[src/rtl/io_poll_master.sv]
// Autonomous bus initiator for the switch/LED IO responder: polls status, reads the
// switch bytes when ready, and writes a mode-dependent 12-bit LED value.
module io_poll_master #(
    parameter int POLL_INTERVAL = 16,
    parameter int CNT_W         = 8
) (
    input  logic        clk,
    input  logic        reset,
    input  logic        enable,
    input  logic [1:0]  mode,
    output logic        pRead,
    output logic        pWrite,
    output logic [1:0]  addr,
    output logic [11:0] pWriteData,
    input  logic [31:0] pReadData,
    output logic [15:0] switch_val,
    output logic [11:0] led_val,
    output logic        busy,
    output logic        done
);

    typedef enum logic [2:0] {
        ST_IDLE,
        ST_WAIT,
        ST_RD_STAT,
        ST_RD_HI,
        ST_RD_LO,
        ST_WR_LED
    } state_t;

    localparam logic [CNT_W-1:0] CNT_LAST = CNT_W'(POLL_INTERVAL - 1);

    state_t          state;
    state_t          next_state;
    state_t          end_state;
    logic [CNT_W-1:0] counter;
    logic [7:0]      hi;
    logic            have_val;
    logic [15:0]     new_sw;
    logic            is_dup;
    logic [11:0]     led_calc;
    logic            rd_next;
    logic            wr_next;
    logic [1:0]      addr_next;
    logic            unused_rd_bits;

    assign unused_rd_bits = ^pReadData[31:8];
    assign busy           = (state != ST_IDLE);

    // NOTE: every always_comb output gets a default first so no path leaves it unassigned (no latch).
    always_comb begin
        next_state = state;
        addr_next  = 2'b00;
        rd_next    = 1'b0;
        wr_next    = 1'b0;
        new_sw     = {hi, pReadData[7:0]};
        is_dup     = have_val && (new_sw == switch_val);
        end_state  = enable ? ST_WAIT : ST_IDLE;

        case (mode)
            2'b00:   led_calc = new_sw[11:0];
            2'b01:   led_calc = {3'b000, {1'b0, hi} + {1'b0, pReadData[7:0]}};
            2'b10:   led_calc = {4'h0, hi ^ pReadData[7:0]};
            default: led_calc = {4'h0, hi & ~pReadData[7:0]};
        endcase

        case (state)
            ST_IDLE:    if (enable) next_state = ST_WAIT;
            ST_WAIT: begin
                if (!enable)                next_state = ST_IDLE;
                else if (counter == CNT_LAST) next_state = ST_RD_STAT;
            end
            ST_RD_STAT: next_state = pReadData[1] ? ST_RD_HI : end_state;
            ST_RD_HI:   next_state = ST_RD_LO;
            ST_RD_LO:   next_state = is_dup ? end_state : ST_WR_LED;
            ST_WR_LED:  next_state = end_state;
            default:    next_state = ST_IDLE;
        endcase

        // Strobes and address are registered, so decode them from the state being entered.
        case (next_state)
            ST_RD_STAT: begin rd_next = 1'b1; addr_next = 2'b00; end
            ST_RD_HI:   begin rd_next = 1'b1; addr_next = 2'b11; end
            ST_RD_LO:   begin rd_next = 1'b1; addr_next = 2'b10; end
            ST_WR_LED:  begin wr_next = 1'b1; addr_next = 2'b01; end
            default:    ;
        endcase
    end

    // NOTE: sequential state uses non-blocking assignments so all registers update from pre-edge values.
    always_ff @(posedge clk or negedge reset) begin
        if (!reset) begin
            state      <= ST_IDLE;
            counter    <= '0;
            pRead      <= 1'b0;
            pWrite     <= 1'b0;
            addr       <= 2'b00;
            pWriteData <= '0;
            switch_val <= '0;
            led_val    <= '0;
            done       <= 1'b0;
            have_val   <= 1'b0;
            hi         <= '0;
        end else begin
            state   <= next_state;
            counter <= (state == ST_WAIT && next_state == ST_WAIT) ? counter + CNT_W'(1) : '0;
            pRead   <= rd_next;
            pWrite  <= wr_next;
            addr    <= addr_next;
            done    <= (state == ST_WR_LED);

            if (state == ST_RD_HI) hi <= pReadData[7:0];

            if (state == ST_RD_LO && !is_dup) begin
                switch_val <= new_sw;
                pWriteData <= led_calc;
            end

            if (state == ST_WR_LED) begin
                led_val  <= pWriteData;
                have_val <= 1'b1;
            end
        end
    end

endmodule
[config.mk]
export PLATFORM = sky130hd
export DESIGN_NAME = io_poll_master
export DESIGN_NICKNAME = d
export VERILOG_FILES = /design/src/rtl/io_poll_master.sv
export SDC_FILE = /design/constraint.sdc
export NUM_CORES = 1
export LEC_CHECK = 0
export CORE_MARGIN = 1.5
export CORE_UTILIZATION = 53
export CTS_CLUSTER_DIAMETER = 120
export DETAILED_ROUTE_END_ITERATION = 12
export GPL_TIMING_DRIVEN = 0
export HOLD_SLACK_MARGIN = 0.1
export PLACE_DENSITY = 0.89
export SYNTH_ARGS = -nofsm -noshare
export SYNTH_HDL_FRONTEND = slang
export SYNTH_SLANG_ARGS = --single-unit
[constraint.sdc]
create_clock -name clk -period 4.4 [get_ports clk]
set_clock_uncertainty 0.1 [all_clocks]
set_input_delay 0.88 -clock clk [delete_from_list [all_inputs] [get_ports clk]]
set_output_delay 0.88 -clock clk [all_outputs]
set_load 0.02 [all_outputs]
==> run summary <==
Outcome - finished, final reports clean
Largest net degree at the start of global routing - 43
Most common cell after layout, fill and taps aside - dfrtp_1
Final period util - 0.781
Core region area - 6030 sq um
Initial Utilization - 0.558
Cells after synthesis - 329
Maximum clock path buffer count - 2
Clock power frac - 0.340
Tmin final - 3440 ps
Synthesis-to-layout area growth - 25.8%
Max Cap Viol - 0
Layout cells sized above 1 - 0.124
Total Wirelength - 7.67 mm
Synth Area in XOR/XNOR - 0.0652
Row count - 28
Vias per cell - 5.55
First-pass GRT wire length - 12.6 mm
CP startpoint - pReadData[1]
Synth async-reset ratio - 1.00
Die ar. - 6830 sq um
Worst Setup End Kind - register
Reg power frac - 0.480
Crit start category - input pin
Number of synthesized flops with an enable pin - 0
Clk_lat worst skew - 360 ps
Pwr dens - 324 nW/um^2
Fin Setup TNS - 0 ps
Commonest cells after routing, fill and taps aside - dfrtp_1, clkdlybuf4s50_1, nand2_1
Syn nets - 384
Post-DP HPWL - 5.66 mm
RSZ-0062 raised after global routing - no
Net load switching power - 0.000415 W
Chip height - 82.6 um
Number of global-route vias before repair - 2656
Min-delay worst type - register to register
Post-CTS Hold Fix Bufs - 0
Diode count - 0
Largest family of logic cells by synthesized area - compound AO/OA/AOI/OAI gates
Final cell count without fillers - 479
Final Hold Fails - 0
#FFs+latches synth - 65
Slew @ Worst Pin - 551 ps
Worst relative slew slack - 0.633
Crit path DAT - 3580 ps
Peak supply drop - 0.217 mV
Vias - 2660
Initial antenna violation count - 0
Internal power - 0.000955 W
I/O pins - 83
Syn Area/Cell - 10.2 sq um
Setup CP Type - input pin to register
Post-CTS sizing - 0
Top FF cell, synth - dfrtp_1
CP Max Fanout - 7
Dpl cells - 463
Mux cell area share after synthesis - 0.0867
Die Width - 82.6 um
I/O Buffers - 58
GR Util All Layers - 0.254
Pleak - 1.90 nW
HP Start - counter[0]
Post-synthesis adder-cell area fraction - 0.0692
Req. time, crit path - 4550 ps
Root Driver - clkbuf_8
Gpl congestion - 0.887
CTS Buf Count - 9
CTS clk-pin slew, worst paths - 80 ps
DR WL/cell - 16.0 um
Final setup vio count - 0
Synth warn - 0
Register area share after synthesis - 0.484
Post-synthesis compound-gate area fraction - 0.136
First-pass detailed-route iteration total - 4
Post-CTS setup buffer count - 0
CTS tree - yes
DR iter-0 viols - 138
# nets final - 454
Gr ovfl total - 0
Fmax - 0.291 GHz
R2R Setup Slk - 2040 ps
Slew Limit Fails - 0
Drt drc - 0
Reg2reg start - hi[1]
Simple-Gate Fraction of Synth Area - 0.118
Post-DRT Antenna Nets - 0
Switching share of total power - 0.303
Gate power share - 0.180
Syn Std Cell Area - 3360 sq um
CTS H-tree depth - 3
# clock sinks - 65
Yosys cell types - 47
critical path, stage by stage:
cell             delay (ps)
clkdlybuf4s50_1         560
clkbuf_1                300
inv_1                   170
ha_1                    330
nand2b_1                190
a221oi_2                320
o31ai_1                 130
a2111oi_0               430
a31oi_1                  70
a22o_1                  190
state kept, by name, indices dropped and copies added, names as in the netlist:
name,cells
counter,8
have_val,1
hi,8
pWriteData,12
pRead,1
led_val,12
addr,2
switch_val,16
done,1
state,3
pWrite,1
power by group through the flow:
stage / combinational (W) / clock (W) / sequential, W
finish: 0.000246 / 0.000465 / 0.000658
global route: 0.000270 / 0.000495 / 0.000662
CTS: 0.000247 / 0.000470 / 0.000658
detailed placement: 0.000246 / 0 / 0.000669
global placement: 0.000239 / 0 / 0.000668
floorplan: 0.0000921 / 0 / 0.000703
area by class of cell:
type / count / area [sq um]
fill: 449 / 1800
sequential: 65 / 1630
multi-input combinational: 230 / 1600
timing repair buffer: 59 / 596
clock buffer: 9 / 124
tap: 75 / 93.8
inverter: 20 / 75.1
buffer: 14 / 61.3
clock inverter: 7 / 53.8
metrics by stage:
stage | power, W | utilization | hold slack, ps | setup slack [ps] | instance area, sq um
2_1_floorplan | 0.000796 | - | 333 | 1550 | 3360
3_3_place_gp | 0.000907 | 0.670 | 344 | 321 | 4040
3_5_place_dp | 0.000915 | 0.672 | 355 | 661 | 4050
4_1_cts | 0.00138 | 0.702 | 375 | 998 | 4230
5_1_grt | 0.00143 | 0.702 | 393 | 656 | 4230
6_report | 0.00137 | 0.702 | 371 | 963 | 4230
cell families (layout without fill, tap and decap cells):
kind of cell / count (synthesis) / in the layout
mux: 25 / 25
compound gates: 71 / 71
fa+ha+maj: 18 / 18
xor+xnor: 25 / 25
buf+inv: 34 / 109
flops: 65 / 65
simple gates: 91 / 91
synth_stat cells (3+ instances only):
| cell type | n | area [sq um] |
|---|---|---|
| dfrtp_1 | 65 | 1630 |
| nand2_1 | 45 | 169 |
| nor4_1 | 3 | 18.8 |
| mux2_2 | 21 | 236 |
| nor2_1 | 21 | 78.8 |
| clkbuf_1 | 8 | 30.0 |
| inv_1 | 19 | 71.3 |
| a21oi_1 | 9 | 45.0 |
| o21ai_0 | 37 | 185 |
| xor2_1 | 15 | 131 |
| nand3_1 | 7 | 35.0 |
| nand2b_1 | 4 | 25.0 |
| ha_1 | 17 | 213 |
| o311ai_0 | 3 | 26.3 |
| xnor2_1 | 10 | 87.6 |
| buf_2 | 3 | 15.0 |
| nor2b_1 | 3 | 18.8 |
routing by layer:
layer	vias to the layer above	global-route usage	share of wire	routed length, um
met5	-	0	0	0
met4	0	0.128	0.023	176
met3	15	0.0527	0.056	428
met2	96	0.402	0.48	3640
met1	1276	0.328	0.45	3420
li1	1273	-	-	-
worst paths after layout:
path	endpoint	depth (start not counted)
max	pWriteData[7]	10
min	counter[0]	1
max reg2reg	pWriteData[7]	7
min reg2reg	counter[0]	1
max in group asynchronous	have_val	2
min in group asynchronous	pWriteData[8]	1
Note: power is estimated with default switching activity, not from simulation.
